`src/rtl/fazyrv_spm_ser_pkg.sv`:
```
// Shared types and helpers for the FazyRV scratchpads (serial-in and parallel-in).
// Holds the state encoding, the CHUNKSIZE legality check, the chunk-count helper and the debug struct.
package fazyrv_spm_pkg;

  typedef enum logic {
    SPM_IDLE  = 1'b0,
    SPM_SHIFT = 1'b1
  } spm_state_e;

  // The debug counter is sized for the worst case (CHUNKSIZE=1, 32 chunks).
  typedef struct packed {
    spm_state_e  state;
    logic [4:0]  cnt;
    logic [31:0] shreg;
  } spm_dbg_t;

  function automatic bit spm_chunk_legal(input int cs);
    return (cs == 1) || (cs == 2) || (cs == 4) || (cs == 8);
  endfunction

  function automatic int spm_nchunks(input int cs);
    return 32 / cs;
  endfunction

endpackage

```
`src/rtl/fazyrv_spm_ser_if.sv`:
```
// Load/serial port bundle of the parallel-in, serial-out scratchpad.
// Load handshake: a word transfers on a rising clock edge where ld_valid_i && ld_ready_o;
// the producer must hold ld_valid_i/ld_data_i stable until that edge. shft_i consumes ser_o
// on every edge where it is high while ser_valid_o is high.
interface fazyrv_spm_ser_if #(
  parameter int CHUNKSIZE = 2
);
  logic                 ld_valid_i;
  logic [31:0]          ld_data_i;
  logic                 ld_ready_o;
  logic                 shft_i;
  logic [CHUNKSIZE-1:0] ser_o;
  logic                 ser_valid_o;
  logic                 last_o;
  logic                 done_o;

  modport master (
    output ld_valid_i, ld_data_i, shft_i,
    input  ld_ready_o, ser_o, ser_valid_o, last_o, done_o
  );

  modport slave (
    input  ld_valid_i, ld_data_i, shft_i,
    output ld_ready_o, ser_o, ser_valid_o, last_o, done_o
  );
endinterface

```
`src/rtl/fazyrv_spm_ser.sv`:
```
// Parallel-in, serial-out scratchpad: captures a 32-bit word and streams it LSB chunk first.
// Define FAZYRV_SPM_SER_SEXT_EN to refill the register with the word's sign bit instead of zeros.
module fazyrv_spm_ser
  import fazyrv_spm_pkg::*;
#(
  parameter int CHUNKSIZE = 2
) (
  input  logic                    clk_i,
  input  logic                    rst_in,
  fazyrv_spm_ser_if.slave         bus,
  output spm_dbg_t                dbg_o
);

  localparam int NCHUNKS = spm_nchunks(CHUNKSIZE);
  localparam int CW      = (NCHUNKS > 2) ? $clog2(NCHUNKS) : 1;

  if (!spm_chunk_legal(CHUNKSIZE)) begin : g_bad_chunksize
    $error("fazyrv_spm_ser: CHUNKSIZE must be 1, 2, 4 or 8");
  end

  spm_state_e           state_q, state_d;
  logic [CW-1:0]        cnt_q;
  logic [31:0]          shreg_q;
  logic                 done_q;
  logic [CHUNKSIZE-1:0] fill;
  logic                 last;
  logic                 fin;
  logic                 ld_ready;
  logic                 load;

`ifdef FAZYRV_SPM_SER_SEXT_EN
  logic sign_q;

  always_ff @(posedge clk_i or negedge rst_in) begin
    if (!rst_in) begin
      sign_q <= 1'b0;
    end else if (load) begin
      sign_q <= bus.ld_data_i[31];
    end
  end

  assign fill = {CHUNKSIZE{sign_q}};
`else
  assign fill = '0;
`endif

  // Final chunk consumed; this is also the only SHIFT cycle that accepts a new word.
  assign last     = (state_q == SPM_SHIFT) && (cnt_q == CW'(NCHUNKS - 1));
  assign fin      = last && bus.shft_i;
  assign ld_ready = (state_q == SPM_IDLE) || fin;
  assign load     = ld_ready && bus.ld_valid_i;

  always_ff @(posedge clk_i or negedge rst_in) begin
    if (!rst_in) begin
      state_q <= SPM_IDLE;
    end else begin
      state_q <= state_d;
    end
  end

  always_comb begin
    state_d = state_q;
    case (state_q)
      SPM_IDLE:  if (bus.ld_valid_i) state_d = SPM_SHIFT;
      SPM_SHIFT: if (fin)            state_d = load ? SPM_SHIFT : SPM_IDLE;
      default:                       state_d = SPM_IDLE;
    endcase
  end

  always_comb begin
    bus.ld_ready_o  = ld_ready;
    bus.ser_valid_o = (state_q == SPM_SHIFT);
    bus.ser_o       = shreg_q[CHUNKSIZE-1:0];
    bus.last_o      = last;
    bus.done_o      = done_q;
  end

  // The final shift still happens so the residual register reflects the fill value.
  always_ff @(posedge clk_i or negedge rst_in) begin
    if (!rst_in) begin
      shreg_q <= '0;
      cnt_q   <= '0;
      done_q  <= 1'b0;
    end else begin
      done_q <= fin;
      if (load) begin
        shreg_q <= bus.ld_data_i;
        cnt_q   <= '0;
      end else if ((state_q == SPM_SHIFT) && bus.shft_i) begin
        shreg_q <= {fill, shreg_q[31:CHUNKSIZE]};
        cnt_q   <= fin ? '0 : cnt_q + 1'b1;
      end
    end
  end

  assign dbg_o = '{state: state_q, cnt: 5'(cnt_q), shreg: shreg_q};

endmodule

```
`src/flat_wrapper.sv`:
```
// flat-port wrapper written by rule: the top's interface ports become plain ports
module fazyrv_spm_ser_flat import fazyrv_spm_pkg::*;
#(
  parameter int CHUNKSIZE = 2
)
  (clk_i, rst_in, dbg_o, bus_ld_valid_i, bus_ld_data_i, bus_shft_i, bus_ld_ready_o, bus_ser_o, bus_ser_valid_o, bus_last_o, bus_done_o);
  fazyrv_spm_ser_if #(.CHUNKSIZE(CHUNKSIZE)) bus_i ();
  input  logic clk_i;
  input  logic rst_in;
  output spm_dbg_t dbg_o;
  input wire logic [$bits(bus_i.ld_valid_i)-1:0] bus_ld_valid_i;
  input wire logic [$bits(bus_i.ld_data_i)-1:0] bus_ld_data_i;
  input wire logic [$bits(bus_i.shft_i)-1:0] bus_shft_i;
  output wire logic [$bits(bus_i.ld_ready_o)-1:0] bus_ld_ready_o;
  output wire logic [$bits(bus_i.ser_o)-1:0] bus_ser_o;
  output wire logic [$bits(bus_i.ser_valid_o)-1:0] bus_ser_valid_o;
  output wire logic [$bits(bus_i.last_o)-1:0] bus_last_o;
  output wire logic [$bits(bus_i.done_o)-1:0] bus_done_o;
  assign bus_i.ld_valid_i = bus_ld_valid_i;
  assign bus_i.ld_data_i = bus_ld_data_i;
  assign bus_i.shft_i = bus_shft_i;
  assign bus_ld_ready_o = bus_i.ld_ready_o;
  assign bus_ser_o = bus_i.ser_o;
  assign bus_ser_valid_o = bus_i.ser_valid_o;
  assign bus_last_o = bus_i.last_o;
  assign bus_done_o = bus_i.done_o;
  fazyrv_spm_ser #(.CHUNKSIZE(CHUNKSIZE)) u_core (.clk_i(clk_i), .rst_in(rst_in), .bus(bus_i), .dbg_o(dbg_o));
endmodule
```
`config.mk`:
```
export PLATFORM = sky130hd
export DESIGN_NAME = fazyrv_spm_ser_flat
export DESIGN_NICKNAME = d
export VERILOG_FILES = /design/src/rtl/fazyrv_spm_ser_pkg.sv /design/src/rtl/fazyrv_spm_ser_if.sv /design/src/rtl/fazyrv_spm_ser.sv /design/src/flat_wrapper.sv
export SDC_FILE = /design/constraint.sdc
export NUM_CORES = 1
export LEC_CHECK = 0
export ABC_AREA = 1
export CAP_MARGIN = 20
export CORE_AREA = 3 3 78 80
export DETAILED_ROUTE_END_ITERATION = 8
export DIE_AREA = 0 0 81 83
export PLACE_DENSITY = 0.74
export SYNTH_ARGS = -nofsm -noshare
export SYNTH_HDL_FRONTEND = slang
export SYNTH_SLANG_ARGS = --single-unit
```
`constraint.sdc`:
```
create_clock -name clk_i -period 3.7 [get_ports clk_i]
set_clock_uncertainty 0.1 [all_clocks]
set_input_delay 0.555 -clock clk_i [delete_from_list [all_inputs] [get_ports clk_i]]
set_output_delay 0.555 -clock clk_i [all_outputs]
set_load 0.02 [all_outputs]
```
Word-level counts from Yosys, hierarchy flattened
Cells that the tools add are included.

operators by class
  $add $sub $neg = 1
  multipliers = 0
  div/mod/pow operators = 0
  magnitude comparators = 0
  equality and inequality tests = 1
  shift-type cells = 0
  mux-type cells = 9
  bitwise logic cells = 1
  reduce and logical (&&, ||, !) cells = 6

operators with widths
  cell                 number
  $mux 32              2
  $mux 4               3
  $add 4x1->4 const B  1
  $eq 4x4->1 const B   1
  $logic_and 1x1->1    4
  $mux 1               3
  $pmux 1 s2           1
  $reduce_bool 2->1    1
  $logic_or 1x1->1     1
  $not 1->1            1

storage, ports and cells
  flip-flop bits (word level) = 38
  bits in latches = 0
  RAM bits = 0
  memory bits (read-only) = 0
  input bits = 36
  output and inout port bits = 44
  word-level logic and storage cells = 22
  memories kept = 0

Logic depth before layout (Yosys ltp)
  word-level depth = 8
  depth in mapped cells = 8
  mapped depth without buffers = 7

Worst setup path after synthesis
Ideal clock, no wire load.

  kind = reg-to-output
  start point = register u_core.cnt_q[0]
  end point = output port bus_ld_ready_o
  arrival = 1.268 ns
  path slack = 1.777 ns
  stages on the path, launching flop included = 5
  buffers on the path = 1
  cell sequence = dfrtp_1 -> ha_1 -> nand3_2 -> o21bai_4 -> buf_4

on the way
  cells in the longest elaborated chain, start to end = 4

ends and longest elaborated chain
  item                    RTL line              text
  from (decl)             fazyrv_spm_ser.sv:22  logic [CW-1:0] cnt_q;
  from (signal assigned)  fazyrv_spm_ser.sv:91  cnt_q <= fin ? '0 : cnt_q + 1'b1;
  $eq 4x4->1              fazyrv_spm_ser.sv:48  assign last = (state_q == SPM_SHIFT) && (cnt_q == CW'(NCHUNKS - 1));
  $logic_and 1x1->1       fazyrv_spm_ser.sv:48
  $logic_and 1x1->1       fazyrv_spm_ser.sv:49  assign fin = last && bus.shft_i;
  $logic_or 1x1->1        fazyrv_spm_ser.sv:50  assign ld_ready = (state_q == SPM_IDLE) || fin;
  to (decl)               flat_wrapper.sv:14    output wire logic [$bits(bus_i.ld_ready_o)-1:0] bus_ld_ready_o;

Every way passes these cells.

Worst setup path in the final report
  start point = input port bus_shft_i
  end point = output port bus_ld_ready_o

on the way
  cells in the longest elaborated chain, start to end = 2

ends and longest elaborated chain
  item               RTL line              text
  from (decl)        flat_wrapper.sv:13    input wire logic [$bits(bus_i.shft_i)-1:0] bus_shft_i;
  $logic_and 1x1->1  fazyrv_spm_ser.sv:49
  $logic_or 1x1->1   fazyrv_spm_ser.sv:50

Every way passes these cells.

==> flow_summary.ini <==
[routing]
drt_wl_total_um = 5350
routedWlPerCell_um = 12.13
dr.max_layer_used = met4
ant_nets = 0
drtIter0Drc = 108
dr.pass1.iters = 4
drc = 0
route.met2.wl_um = 2623
vias_per_cell = 4.626
vias = 2040
wl_met3_um = 335
wl_met1_um = 2345

[synthesis]
ys_warn_count = 0
yosys.area.top_type = dfrtp_1
synth_cell_types = 21
syn_area_per_cell_um2 = 7.104
synthTopCellsByArea = dfrtp_1 44%, nand2_1 17%, nand3_1 15%
syn_nets = 338
syn-cell-area_um2 = 2138
ys_seq_elements = 38
ys_seq_area_share_pct = 44.47
synthCells = 301
yosysTopAreaCellShare_pct = 44.47

[timing]
finalSetupViolCount = 0
rsz0062_at_grt = no
tightest_slew_ns = 0.8613
holdWs_ns = 0.2871
finalCriticalPeriod_ns = 2.559
hold_viol = 0
setup_tns_ns = 0
drv_slew = 0
fin_crit_sh_pct = 69.17
fmax_mhz = 390.7
relSlewSlack_pct = 42.58

[flow_run]
drv_cap = 0

[cells_and_area]
drive_gt1_share_pct = 4.065
area_growth_pct = 39.09
layout.nets = 406
diodes = 0

[placement]
port_buffers = 78
gp_congestion = 0.7565
dp_hpwl_um = 3596

[status]
status = complete, no violations

[power_and_ir_drop]
powerDensity_nw_per_um2 = 617.8
vdd_drop_max_uv = 302.1
power_leakage_nw = 1.622

[setup_path]
cp_max_fo = 3
crit_family = buffers and inverters
cp-start-kind = input port
ff2ff_path_depth = 8
cp-end-kind = output pin
path_depth = 4
path_cells = clkdlybuf4s50_1, inv_1, o21bai_4, clkdlybuf4s50_1
critPathMaxStageDelay_ns = 0.61
arrival_ns = 1.90
path_class = in -> out
crit_slowest_cell = clkdlybuf4s50_1
crit_required_ns = 3.04
crit_top_cell = clkdlybuf4s50_1
path_buf_inv = 3

[cts]
tritoncts = done
ctsHoldBuffers = 0
cts_resized = 0
clockBufferDepth = 2
cts-root-buf = clkbuf_8
htreeDepth = 2
clk_pin_slew_ns = 0.07
clkLatencyLatePin_ns = 0.28
clock_sinks = 38
numCtsBuffers = 5
cts_setup_buffers = 0

[global_route]
grt_use_total_pct = 16.97
globalRouteOverflowTotal = 0
grt_max_degree = 39
antenna_found_initial = 0
grt_pass1_vias = 1959
grt_pass1_wl_um = 9273

[worst_hold_path]
hold_path.class = in -> async

[floorplanning]
die-area_um2 = 6723
die_w_um = 81
die_h_um = 83
num_rows = 27
start_util_pct = 39.07
ios = 80
coreArea_um2 = 5473
## layout by cell type, fill, tap and decap left out, drive strengths merged
cell type | netlist | routed
o21ai | 5 | 5
ha | 1 | 1
clkdlybuf4s50 | 0 | 77
nand4 | 1 | 1
xor2 | 1 | 1
clkbuf | 5 | 7
nand2 | 99 | 99
a21oi | 2 | 2
buf | 15 | 4
nand3 | 66 | 66
dfrtp | 38 | 38
conb | 1 | 1
nor2 | 1 | 1
o21bai | 1 | 1
inv | 65 | 65
## layer usage
layer	vias up	GRT usage (%)
li1	1027	-
met1	935	22.50
met2	71	28.08
met3	7	3.796
met4	0	3.533
met5	-	0
## report_power, final
group	internal (mW)	switching (mW)	leakage [nW]
combinational	0.413	0.466	1.07
clock	0.130	0.133	0.0383
sequential	0.560	0.136	0.509
## cell families after synthesis
logic type	after synthesis	synth area share, %
fa+ha+maj	1	0.5850
other cells	1	0.1754
flops	38	44.47
buf+inv	85	17.44
simple gates	167	33.88
xor+xnor	1	0.4097
compound gates	8	3.043
## cell type report
| cell class | count | area (um2) |
|---|---|---|
| Fill cell | 552 | 2499 |
| Sequential cell | 38 | 950.9 |
| Multi-Input combinational cell | 178 | 814.5 |
| Timing Repair Buffer | 81 | 798.3 |
| Inverter | 65 | 244.0 |
| Tap cell | 72 | 90.09 |
| Clock buffer | 7 | 76.32 |
## Yosys cell counts (all sizes together)
cell,instances
nand2,99
nand3,66
inv,65
dfrtp,38
buf,15
clkbuf,5
o21ai,5
a21oi,2
conb,1
ha,1
nand4,1
nor2,1
o21bai,1
xor2,1
## state kept, by name, indices dropped and copies added (netlist names)
signal / count
u_core.bus.ser_valid_o: 1
u_core.shreg_q: 32
u_core.bus.done_o: 1
u_core.cnt_q: 4
## stage by stage
step / area, um2 / worst slack [ns] / cells / utilization [%] / power, mW
after floorplan: 2138 / 1.777 / 301 / - / 1.169
after global placement: 2898 / 1.167 / 434 / 52.95 / 1.570
after detailed placement: 2898 / 1.140 / 434 / 52.95 / 1.591
after CTS: 2974 / 1.136 / 441 / 54.34 / 1.865
after global routing: 2974 / 1.080 / 441 / 54.34 / 1.984
final: 2974 / 1.141 / 441 / 54.34 / 1.838
## path summary, 6_finish.rpt
path | from | endpoint | slack [ns]
max | bus_shft_i | bus_ld_ready_o | 1.14
min | rst_in | u_core.bus.done_o$_DFF_PN0_ | 0.29
max reg2reg | u_core.cnt_q[0]$_DFFE_PN0P_ | u_core.shreg_q[10]$_DFFE_PN0P_ | 1.63
min reg2reg | u_core.shreg_q[17]$_DFFE_PN0P_ | u_core.shreg_q[17]$_DFFE_PN0P_ | 0.41
max in group asynchronous | rst_in | u_core.shreg_q[28]$_DFFE_PN0P_ | 2.68
min in group clk_i | u_core.shreg_q[17]$_DFFE_PN0P_ | u_core.shreg_q[17]$_DFFE_PN0P_ | 0.41
Note: power is estimated with default switching activity, not from simulation.
